### config.mk
export PLATFORM = sky130hd
export DESIGN_NAME = angle_tick_gen_flat
export DESIGN_NICKNAME = d
export VERILOG_FILES = /design/src/rtl/angle_tick_gen_if.sv /design/src/rtl/angle_tick_gen.sv /design/src/flat_wrapper.sv
export SDC_FILE = /design/constraint.sdc
export NUM_CORES = 1
export LEC_CHECK = 0
export CAP_MARGIN = 30
export CORE_UTILIZATION = 51
export DETAILED_ROUTE_END_ITERATION = 12
export HOLD_SLACK_MARGIN = 0.08
export MAX_ROUTING_LAYER = met4
export PLACE_DENSITY = 0.79
export SYNTH_ARGS = -nofsm -noshare
export SYNTH_HDL_FRONTEND = slang
export SYNTH_SLANG_ARGS = --single-unit
### constraint.sdc
create_clock -name clk -period 3.25 [get_ports clk]
set_input_delay 0.65 -clock clk [delete_from_list [all_inputs] [get_ports clk]]
set_output_delay 0.65 -clock clk [all_outputs]
set_load 0.005 [all_outputs]
### src/rtl/angle_tick_gen_if.sv
// angle_tick_gen_if: control and status bundle for the angle tick generator
interface angle_tick_gen_if #(
  parameter int WIDTH  = 8,
  parameter int CWIDTH = 8
);
  logic              ena;
  logic              start;
  logic              stop;
  logic [WIDTH-1:0]  period;
  logic [CWIDTH-1:0] count;
  logic              tick;
  logic              busy;
  logic              done;
  logic [CWIDTH-1:0] ticks_left;
  modport master (
    output ena, start, stop, period, count,
    input  tick, busy, done, ticks_left
  );
  modport slave (
    input  ena, start, stop, period, count,
    output tick, busy, done, ticks_left
  );
endinterface

### src/rtl/angle_tick_gen.sv
// angle_tick_gen: emits a burst of count ticks spaced period enabled clocks apart
module angle_tick_gen #(
  parameter int WIDTH  = 8,
  parameter int CWIDTH = 8
) (
  input logic               clk,
  input logic               srst,
  angle_tick_gen_if.slave   bus
);
  typedef enum logic {IDLE, RUN} state_t;
  state_t            state_q, state_d;
  logic [WIDTH-1:0]  cnt_q, cnt_d, per_q, per_d;
  logic [CWIDTH-1:0] left_q, left_d;
  logic              tick_q, tick_d, done_q, done_d;
  // next state: stop beats start, start retriggers, otherwise count down and tick at zero
  always_comb begin
    state_d = state_q;
    cnt_d   = cnt_q;
    per_d   = per_q;
    left_d  = left_q;
    tick_d  = 1'b0;
    done_d  = 1'b0;
    if (bus.ena) begin
      if (bus.stop) begin
        if (state_q == RUN) begin
          state_d = IDLE;
          left_d  = '0;
        end
      end else if (bus.start) begin
        per_d   = (bus.period == '0) ? WIDTH'(1) : bus.period;
        cnt_d   = per_d - WIDTH'(1);
        left_d  = bus.count;
        state_d = (bus.count != '0) ? RUN : IDLE;
        done_d  = (bus.count == '0) && (state_q == IDLE);
      end else if (state_q == RUN) begin
        if (cnt_q != '0) begin
          cnt_d = cnt_q - WIDTH'(1);
        end else begin
          tick_d  = 1'b1;
          left_d  = left_q - CWIDTH'(1);
          cnt_d   = per_q - WIDTH'(1);
          done_d  = (left_q == CWIDTH'(1));
          state_d = (left_q == CWIDTH'(1)) ? IDLE : RUN;
        end
      end
    end
  end
  // state register with synchronous reset
  always_ff @(posedge clk) begin
    if (srst) begin
      state_q <= IDLE;
      cnt_q   <= '0;
      per_q   <= '0;
      left_q  <= '0;
      tick_q  <= 1'b0;
      done_q  <= 1'b0;
    end else begin
      state_q <= state_d;
      cnt_q   <= cnt_d;
      per_q   <= per_d;
      left_q  <= left_d;
      tick_q  <= tick_d;
      done_q  <= done_d;
    end
  end
  assign bus.tick       = tick_q;
  assign bus.done       = done_q;
  assign bus.busy       = (state_q == RUN);
  assign bus.ticks_left = left_q;
endmodule

### src/flat_wrapper.sv
// flat-port wrapper written by rule: the top's interface ports become plain ports
module angle_tick_gen_flat 
#(
  parameter int WIDTH  = 8,
  parameter int CWIDTH = 8
)
  (clk, srst, bus_ena, bus_start, bus_stop, bus_period, bus_count, bus_tick, bus_busy, bus_done, bus_ticks_left);
  angle_tick_gen_if #(.WIDTH(WIDTH), .CWIDTH(CWIDTH)) bus_i ();
  input logic clk;
  input logic srst;
  input wire logic [$bits(bus_i.ena)-1:0] bus_ena;
  input wire logic [$bits(bus_i.start)-1:0] bus_start;
  input wire logic [$bits(bus_i.stop)-1:0] bus_stop;
  input wire logic [$bits(bus_i.period)-1:0] bus_period;
  input wire logic [$bits(bus_i.count)-1:0] bus_count;
  output wire logic [$bits(bus_i.tick)-1:0] bus_tick;
  output wire logic [$bits(bus_i.busy)-1:0] bus_busy;
  output wire logic [$bits(bus_i.done)-1:0] bus_done;
  output wire logic [$bits(bus_i.ticks_left)-1:0] bus_ticks_left;
  assign bus_i.ena = bus_ena;
  assign bus_i.start = bus_start;
  assign bus_i.stop = bus_stop;
  assign bus_i.period = bus_period;
  assign bus_i.count = bus_count;
  assign bus_tick = bus_i.tick;
  assign bus_busy = bus_i.busy;
  assign bus_done = bus_i.done;
  assign bus_ticks_left = bus_i.ticks_left;
  angle_tick_gen #(.WIDTH(WIDTH), .CWIDTH(CWIDTH)) u_core (.clk(clk), .srst(srst), .bus(bus_i));
endmodule
==> results.toml <==
[synthesis]
synth_ff_type = "dfxtp_1"
syn_area_um2 = 1630
synthDistinctLibCells = 46
synth_edf_count = 0
synth_nets = 232
ys_ff_latch = 27
synthTopCellsByArea = "dfxtp_1, nor2_1, mux2i_1"
async_flop_share_pct = 0
yosys.area.top_type = "dfxtp_1"
yosysSeqAreaShare_pct = 33.2
synth_cells = 208
yosys.area.top_type_share_pct = 33.2
synthTopCellsByCount = "nor2_1, dfxtp_1, nand2_1"
synth_most_common_cell = "nor2_1"
ys_warn_count = 0
avgSynthCellArea_um2 = 7.83

[global_routing]
met3_usage_pct = 5.27
gr-usage-met1_pct = 39.7
grtUsageTotal_pct = 28.4
busiest_layer = "met2"
met2_usage_pct = 42.0
grt_antenna_before_repair = 0
grt_max_degree = 22
grt_pass1_wl_um = 7320
grt_pass1_vias = 1542
gr-total-overflow = 0

[worst_setup_path]
path_class = "in2reg"
reg2regPathDepth = 7
cp-end-kind = "flop"
reg2reg_slack_ps = 880
cp-start-kind = "input pin"
worstPathRequired_ps = 3500
timing.rr.end = "u_core.cnt_q[6]"
reg2reg_from = "u_core.cnt_q[5]"
cp.arrival_ps = 2870
cp_max_fo = 12

[sta]
setup_viol = 0
min_period_ps = 2620
hold_violations = 0
rsz0062_at_grt = "false"
setup_tns_ps = 0
fmax_mhz = 381
skew_ps = 1.81
slew_headroom_pct = 43.8
report.final.slew_viol_count = 0
period_share_pct = 80.7
hold_ws_ps = 499
max_slew.worst_pin.slew_ps = 841

[placement]
portBuffers = 31
dp.final_hpwl_um = 3330
place_congestion = 0.931
place_inst = 278

[power_and_ir_drop]
ir_drop_mv = 0.265
p_clk_share_pct = 21.2
p_int_mw = 0.481
combPwrFrac_pct = 27.7
p_sw_mw = 0.222
power-per-cell-area_nw_per_um2 = 348
seq_power_share_pct = 51.1
swShare_pct = 31.5
leakage_nw = 0.757
total_power_mw = 0.703

[route]
viasPerCell = 6.02
route.detailed.drc = 0
drtIter0Drc = 116
wl_um = 4400
drt-pass1-iter-count = 4
vias = 1699
ant_nets = 0
wl_per_cell_um = 15.6

[clock_network]
cts_resized = 0
post_cts_buffers = 0
clk_latency_ps = 330
cts-buffers-inserted = 3
cts_max_path_buffers = 2
clk_pin_slew_ps = 150
clock-sinks = 27
h-tree-depth = 1
cts_root_buf = "clkbuf_4"
cts_tree = "built"
postCtsHoldBufs = 0

[hold_path]
hold_path_class = "reg2reg"
min-delay-start = "u_core.per_q[0]"
min_path_cells = 2
hold_end = "u_core.per_q[0]"

[die]
dieArea_um2 = 3420
die_w_um = 58.5
io_pins = 32
core_area_um2 = 3030
die_h_um = 58.5
start_util_pct = 53.8
row_count = 20

[flow_run]
drv_cap = 0

[layout]
diodes = 0
final_cells = 282
drive_gt1_share_pct = 8.82
finalNetCount = 263
area_growth_pct = 24.1

[outcome]
status = "complete, no violations"
worst max-delay path, cell delays in order:
cell and delay [ps]:
clkdlybuf4s50_1 680, buf_4 230, mux2i_1 240, a21boi_2 210
o21ai_1 110, or4_1 500, a311oi_2 240
placed cells by master (no fill, tap or decap), drive strengths merged, types with 2 or more instances in the layout:
cell and count:
mux2i 7, o31ai 2, o2111ai 2, or4 3
nand2 18, inv 8, nor3 11, ha 3
a21oi 12, a41oi 3, a211oi 3, a31oi 3
mux2 4, or2 3, a221oi 2, xnor2 2
nand3 6, buf 6, o211ai 3, o21ai 10
or3 2, a21o 2, dfxtp 27, nor4 5
a22oi 2, nor2b 3, clkdlybuf4s50 31, nor2 31
clkbuf 3, a22o 4, a311oi 3
logic make-up (layout without fill, tap and decap cells):
logic type | Yosys count | count (layout) | synth area share (%)
AO/OA/AOI/OAI | 57 | 57 | 25.4
flip-flops | 27 | 27 | 33.2
buffers and inverters | 19 | 49 | 4.69
AND/OR/NAND/NOR | 88 | 88 | 25.7
adder cells (fa/ha/maj) | 3 | 3 | 2.31
multiplexers | 11 | 11 | 7.07
XOR/XNOR | 3 | 3 | 1.61
how the worst max path moves through the flow:
stage | start | end | slack, ps
floorplan | bus_start | u_core.cnt_q[6] | 780
global placement | bus_start | u_core.cnt_q[7] | 370
detailed placement | bus_start | u_core.cnt_q[6] | 290
CTS | bus_start | u_core.cnt_q[6] | 640
global route | bus_start | u_core.cnt_q[6] | 440
finish | bus_start | u_core.cnt_q[7] | 630
power by group through the flow:
| stage | Combinational (mW) | Clock (mW) | Sequential (mW) |
|---|---|---|---|
| finish | 0.194 | 0.149 | 0.359 |
| global route | 0.212 | 0.169 | 0.361 |
| CTS | 0.191 | 0.151 | 0.359 |
| detailed placement | 0.190 | 0 | 0.366 |
| global placement | 0.190 | 0 | 0.365 |
| floorplan | 0.122 | 0 | 0.362 |
routing by layer:
| layer | vias to the layer above | wire [um] |
|---|---|---|
| met3 | 5 | 377 |
| met4 | 0 | 40 |
| li1 | 832 | - |
| met5 | - | 0 |
| met2 | 77 | 1970 |
| met1 | 785 | 2010 |
through the flow:
| step | cell area, um^2 | utilization [%] | setup WS, ps |
|---|---|---|---|
| 2_1_floorplan | 1630 | - | 779 |
| 3_3_place_gp | 1990 | 65.8 | 370 |
| 3_5_place_dp | 1990 | 65.8 | 294 |
| 4_1_cts | 2020 | 66.7 | 642 |
| 5_1_grt | 2020 | 66.7 | 442 |
| 6_report | 2020 | 66.7 | 626 |
registers in the layout (all words and copies together) (netlist names):
register	cells
u_core.bus.done	1
u_core.bus.tick	1
u_core.bus.busy	1
u_core.per_q	8
u_core.cnt_q	8
u_core.bus.ticks_left	8
layout make-up:
cell class	count	area [um^2]
timing repair buffer	37	355
clock buffer	3	22.5
fill	273	1010
tap	44	55.1
clock inverter	1	5.00
inverter	8	30.0
multi-input combinational	162	1010
sequential	27	541
No activity file was read; power rests on OpenSTA's default activity.
